==> config.mk <==
export PLATFORM = sky130hd
export DESIGN_NAME = mealy_seq_detect
export DESIGN_NICKNAME = d
export VERILOG_FILES = /design/src/rtl/mealy_seq_detect.sv
export SDC_FILE = /design/constraint.sdc
export NUM_CORES = 1
export LEC_CHECK = 0
export ABC_CLOCK_PERIOD_IN_PS = 3570
export CAP_MARGIN = 30
export CORE_UTILIZATION = 51
export CTS_BUF_LIST = sky130_fd_sc_hd__clkbuf_4
export CTS_CLUSTER_SIZE = 8
export DETAILED_ROUTE_END_ITERATION = 8
export GPL_ROUTABILITY_DRIVEN = 1
export PLACE_DENSITY_LB_ADDON = 0.15
export REMOVE_ABC_BUFFERS = 1
export SETUP_SLACK_MARGIN = 0.5
export SLEW_MARGIN = 20
export SYNTH_ARGS = -nofsm -noshare
export SYNTH_HDL_FRONTEND = slang
export SYNTH_SLANG_ARGS = --single-unit
==> constraint.sdc <==
create_clock -name clk -period 3.57 [get_ports clk]
set_input_delay 0.357 -clock clk [delete_from_list [all_inputs] [get_ports clk]]
set_output_delay 0.357 -clock clk [all_outputs]
set_load 0.01 [all_outputs]
==> src/rtl/mealy_seq_detect.sv <==
// Run-time programmable serial pattern detector with a registered match pulse
// and a saturating match counter. Overlapping and non-overlapping modes are supported.
module mealy_seq_detect #(
  parameter int               PAT_W       = 8,
  parameter int               CNT_W       = 8,
  parameter logic [PAT_W-1:0] DEF_PATTERN = 'b101,
  parameter int               DEF_LEN     = 3,
  parameter bit               DEF_OVERLAP = 1'b0,
  localparam int              LEN_W       = $clog2(PAT_W + 1)
) (
  input  logic             clk,
  input  logic             R,
  input  logic             en,
  input  logic             in,
  input  logic             cfg_load,
  input  logic [PAT_W-1:0] cfg_pattern,
  input  logic [LEN_W-1:0] cfg_len,
  input  logic             cfg_overlap,
  input  logic             clr_count,
  output logic             out,
  output logic [CNT_W-1:0] match_count,
  output logic [LEN_W-1:0] fill
);

  typedef enum logic [1:0] {EMPTY, FILLING, ARMED} det_state_t;

  // Lengths outside 1..PAT_W are pulled back into range rather than rejected.
  function automatic logic [LEN_W-1:0] clamp_len(input int l);
    if (l < 1)          return LEN_W'(1);
    else if (l > PAT_W) return LEN_W'(PAT_W);
    else                return LEN_W'(l);
  endfunction

  localparam logic [LEN_W-1:0] RST_LEN = clamp_len(DEF_LEN);

  logic [PAT_W-1:0] pat, pat_n;
  logic [LEN_W-1:0] len, len_n;
  logic             ovl, ovl_n;
  logic [PAT_W-1:0] hist, hist_n;
  logic [LEN_W-1:0] fill_n;
  logic             out_n;
  logic [CNT_W-1:0] cnt_n;

  det_state_t       state;
  logic [PAT_W-1:0] hist_shift;
  logic [PAT_W-1:0] mask;
  logic [LEN_W-1:0] fill_inc;
  logic             hit;

  always_ff @(posedge clk or posedge R) begin
    if (R) begin
      pat         <= DEF_PATTERN;
      len         <= RST_LEN;
      ovl         <= DEF_OVERLAP;
      hist        <= '0;
      fill        <= '0;
      out         <= 1'b0;
      match_count <= '0;
    end else begin
      pat         <= pat_n;
      len         <= len_n;
      ovl         <= ovl_n;
      hist        <= hist_n;
      fill        <= fill_n;
      out         <= out_n;
      match_count <= cnt_n;
    end
  end

  // The fill counter doubles as the detector state; a hit is only possible
  // once the incoming bit brings the history up to a full pattern length.
  always_comb begin
    pat_n      = pat;
    len_n      = len;
    ovl_n      = ovl;
    hist_n     = hist;
    fill_n     = fill;
    out_n      = 1'b0;
    cnt_n      = match_count;
    hist_shift = {hist[PAT_W-2:0], in};
    mask       = ~({PAT_W{1'b1}} << len);

    if (fill == '0)       state = EMPTY;
    else if (fill == len) state = ARMED;
    else                  state = FILLING;

    fill_inc = (state == ARMED) ? len : fill + 1'b1;
    hit      = (fill_inc == len) && (((hist_shift ^ pat) & mask) == '0);

    if (cfg_load) begin
      pat_n  = cfg_pattern;
      len_n  = clamp_len(int'(cfg_len));
      ovl_n  = cfg_overlap;
      hist_n = '0;
      fill_n = '0;
    end else if (en) begin
      hist_n = hist_shift;
      if (hit) begin
        out_n  = 1'b1;
        cnt_n  = (match_count == {CNT_W{1'b1}}) ? match_count : match_count + 1'b1;
        fill_n = ovl ? len : '0;
      end else begin
        fill_n = fill_inc;
      end
    end

    if (clr_count) cnt_n = '0;
  end

endmodule

; ---- Word level (Yosys, flattened, before mapping)
; Index checks and enable logic that the tools add are counted.
; W data, S select, Z words.
[totals]
ff_bits = 33
elab_cells = 47
[op_classes]
add_sub_neg = 2
n_lt_le_gt_ge = 2
eq_ne = 6
shift = 1
n_mux = 19
bitwise_logic = 3
reduce_logical = 7
[op_table]
columns = cell, n
row1 = $mux W8, 5
row2 = $mux W4, 7
row3 = $mux W7, 2
row4 = $add A8 B1 Y8 const B, 1
row5 = $and A8 B8 Y8, 1
row6 = $eq A4 B4 Y1, 2
row7 = $eq A8 B8 Y1 const B, 1
row8 = $logic_not A8 Y1, 1
row9 = $not A8 Y8, 1
row10 = $shl A8 B4 Y8 const A, 1
row11 = $xor A8 B8 Y8, 1
row12 = $reduce_bool A2 Y1, 3
row13 = $add A4 B1 Y4 const B, 1
row14 = $gt A4 B4 Y1 const B, 1
row15 = $logic_not A4 Y1, 1
row16 = $lt A4 B1 Y1 const B, 1
row17 = $mux W2, 2
row18 = $reduce_and A4 Y1, 1
row19 = $mux W1, 3
row20 = $eq A2 B2 Y1 const B, 1
row21 = $ne A2 B1 Y1 const B, 1
row22 = $ne A2 B2 Y1 const B, 1
row23 = $logic_and A1 B1 Y1, 1

; ---- Depth between registers and ports, before layout
[logic_depth]
word_depth = 11
depth_mapped = 10
depth_no_buf = 9

; ---- Worst setup path after synthesis
; Ideal clock, no wire load.
[synth_path]
kind = reg2reg
from = register fill[0]
to = register match_count[5]
setup_ns = 0.127
t_arrival_ns = 2.646
required_time_ns = 3.443
setup_slack_ns = 0.796
stages_incl_launch_ff = 9
path_buffers = 0
path_cell_list = dfrtp_1 -> ha_1 -> xnor2_2 -> xnor2_1 -> a2111o_1 -> a211o_1 -> nor4b_4 -> nand4_1 -> mux2_1
[synth_between]
elab_chain_cells = 9
[synth_rtl]
columns = element, line
row1 = "start, declared", 22  ; output logic [LEN_W-1:0] fill
row2 = "start signal, assigned", 64  ; fill <= fill_n;
row3 = $eq A4 B4 Y1, 84  ; else if (fill == len) state = ARMED;
row4 = $mux W2, 84
row5 = $mux W2, 83  ; if (fill == '0) state = EMPTY;
row6 = $eq A2 B2 Y1, 87  ; fill_inc = (state == ARMED) ? len : fill + 1'b1;
row7 = $mux W4 *, 87
row8 = $eq A4 B4 Y1 *, 88  ; hit = (fill_inc == len) && (((hist_shift ^ pat) & mask) == '0);
row9 = $logic_and A1 B1 Y1 *, 88
row10 = $reduce_bool A2 Y1 (no source line) *, n/a
row11 = $reduce_and A4 Y1 (no source line) *, n/a
row12 = "end signal, assigned", 66  ; match_count <= cnt_n;
row13 = "end, declared", 21  ; output logic [CNT_W-1:0] match_count,
; Every way passes the cells marked *; elsewhere a longest branch is shown, timed or not.
; A chain may end at the register's enable or synchronous reset.

; ---- Worst setup path after layout
[layout_path]
from = register fill[0]
to = register fill[0]
[layout_between]
elab_chain_cells = 10
[layout_rtl]
columns = element, line
row1 = $eq A4 B4 Y1, 84
row2 = $mux W2, 84
row3 = $mux W2, 83
row4 = $eq A2 B2 Y1, 87
row5 = $mux W4 *, 87
row6 = $eq A4 B4 Y1, 88
row7 = $logic_and A1 B1 Y1, 88
row8 = $mux W4 *, 98  ; if (hit) begin
row9 = $mux W4 *, 96  ; end else if (en) begin
row10 = $mux W4 *, 90  ; if (cfg_load) begin
; Every way passes the cells marked *; elsewhere a longest branch is shown, timed or not. The select of a mux whose other input is x is not followed.

==> reports/summary.txt <==
Synth-to-layout area growth -> 20.58%
Cell with the most instances after synthesis -> dfrtp_1
Pwr dens -> 355.1 nW/um2
Total track usage -> 25.28%
Seq pwr share -> 51.7%
Initial Util -> 53.90%
Layout Nets -> 264
Post-DR wirelength/cell -> 15.93 um
Clock Skew -> 0.009396 ns
Final worst-path cycle share -> 78.02%
Worst slew pin tran -> 0.6628 ns
Initial antenna violation count -> 0
WS Path Type -> flop to flop
Fin. Hold Viols -> 0
Unrepaired setup endpoints after global routing -> no
Worst EP required -> 3.79 ns
CTS tree -> built
Routed via count -> 1,689
Relative slew slack -> 55.75%
CP Capture Type -> flop
Largest area contributor in the netlist -> dfrtp_1
Core area -> 3689 um2
I/O pins -> 32
Post-synthesis async set-or-reset flop share -> 100.0%
Psw -> 0.2739 mW
Die Y -> 64.44 um
Clock latency on the worst-skew pair -> 0.33 ns
Residual DRC count -> 0
Critical path arrival -> 3.00 ns
Syn Std Cell Area -> 1988 um2
Share of cells above drive strength 1 -> 11.93%
Hold crit path type -> primary input to async pin
Fmax -> 359.0 MHz
Main flop type after synthesis -> dfrtp_1
Total negative slack -> 0 ns
Total of max-cap violations -> 0
Sw frac -> 32.18%
Gate Count Post-Synth -> 210
Largest net degree at the start of global routing -> 32
Rows -> 22
LEAKAGE -> 1.021 nW
Ys Warns -> 0
Routed Antenna Nets -> 0
Mean Syn Cell Area -> 9.467 um2
Post-synth top cells -> dfrtp_1, nor2_1, nand2_1, a21oi_1
CTS H-tree lvls -> 2
Tmin final -> 2.785 ns
Total CTS buffers -> 5
Yosys cell types -> 48
Vias in the first global route -> 1,701
Initial drt markers -> 123
Critical Path Fanout Max -> 9
Clock share of power -> 22.8%
DRT Pass-1 Iters -> 4
Internal power -> 0.5773 mW
Post-synthesis sequential area ratio -> 41.79%
First-pass GRT wire length -> 7914 um
CTS Hold Bufs -> 0
CTS root buffer -> clkbuf_4
Status -> complete, no violations
CP startpoint kind -> flop
VDD IR max -> 0.0002715 V
Clk sink count -> 33
DRT Wirelength -> 4636 um
Fin util -> 64.99%
Die Wd -> 64.44 um
Top post-synthesis cells by area -> dfrtp_1, mux2_2, dfstp_2, mux2i_1, nor2_1
Clock Tree Buf Depth -> 2
Worst R2R Setup Slack -> 0.78 ns
Post-DP HPWL -> 3456 um
Final setup viols -> 0
Routed vias/inst -> 5.804
N_diodes -> 0
CTS clock-pin slew for the worst setup and hold paths -> 0.10 ns
Synthesized flop and latch total -> 33
Yosys top cell area share -> 36.50%
Slew Viols, Final -> 0
Number of synthesized flops with an enable pin -> 0
Die Footprint -> 4152 um2
Global route overflow -> 0
I/O Buffers -> 31
Combinational share of power -> 25.5%
RePlAce Congestion -> 0.8824
state kept, by name (all words and copies together) (netlist names):
signal and flops:
match_count 8, pat 8, hist 7, fill 4
len 4, out 1, ovl 1
worst max-delay path, stage by stage (launching register included):
cell and delay [ns]:
dfrtp_1 0.48, inv_1 0.09, ha_1 0.22, nand2b_1 0.07, a21oi_1 0.10, or3_1 0.52
a211o_1 0.37, or3_1 0.49, a311oi_1 0.24, a21oi_1 0.07
worst paths after layout:
kind | from | endpoint | cells past startpoint
worst max-delay path | fill[0]$_DFFE_PP0P_ | fill[0]$_DFFE_PP0P_ | 9
worst min-delay path | R | match_count[3]$_DFFE_PP0P_ | 2
worst max register to register | fill[0]$_DFFE_PP0P_ | fill[0]$_DFFE_PP0P_ | 9
worst min register to register | pat[5]$_DFFE_PP0P_ | pat[5]$_DFFE_PP0P_ | 1
max in group asynchronous | R | pat[0]$_DFFE_PP1P_ | 3
min in group clk | pat[5]$_DFFE_PP0P_ | pat[5]$_DFFE_PP0P_ | 1
power groups by stage:
stage	Combinational, mW	Clock [mW]	Sequential, mW
6_report	0.217	0.194	0.440
5_1_grt	0.239	0.220	0.446
4_1_cts	0.218	0.205	0.439
3_5_place_dp	0.217	0	0.447
3_3_place_gp	0.215	0	0.445
2_1_floorplan	0.137	0	0.439
timing repair:
action / in CTS / in global routing
buffers inserted: 0 / 2
gates resized for setup: 0 / 1
endpoints found under the setup margin: 0 / 3
layer usage:
layer  routed length (um)  global-route usage (%)
met1                 1951                   30.51
met2                 2447                   44.87
met3                  198                   5.282
met4                   39                   7.778
met5                    0                       0
metrics by stage:
stage	total power, mW	cell area (um2)	instances	hold WS (ns)	worst slack, ns
floorplan	0.5753	1932	198	0.4201	0.7806
global placement	0.6602	2332	281	0.5107	0.6844
detailed placement	0.6635	2332	281	0.5188	0.5854
CTS	0.8620	2382	289	0.4387	0.5667
global route	0.9053	2397	291	0.5049	0.5838
finish	0.8512	2397	291	0.4381	0.7847
cell families after synthesis:
group	Yosys count	share of synthesized area [%]
buf+inv	22	4.720
flops	33	41.79
xor+xnor	15	6.986
simple gates	69	17.31
fa+ha+maj	3	1.888
compound gates	47	16.05
mux	21	11.27
cell type report:
type                    instances  area (um2)
inverters                      10       37.54
multi-input cells             155        1064
repair buffers                 37       355.3
flip-flops and latches         33       830.8
clock inverters                 3       12.51
well taps                      48       60.06
fillers                       300        1291
clock buffers                   5       37.54
cells in the final DEF (no fill, tap or decap), drive strengths merged, types with 9 or more instances in the layout:
cell type / count
nand2: 14
dfrtp: 29
a21oi: 11
xnor2: 9
nor2: 25
mux2i: 10
inv: 10
mux2: 11
clkdlybuf4s50: 31
o21ai: 10
Note: power is estimated with default switching activity, not from simulation.
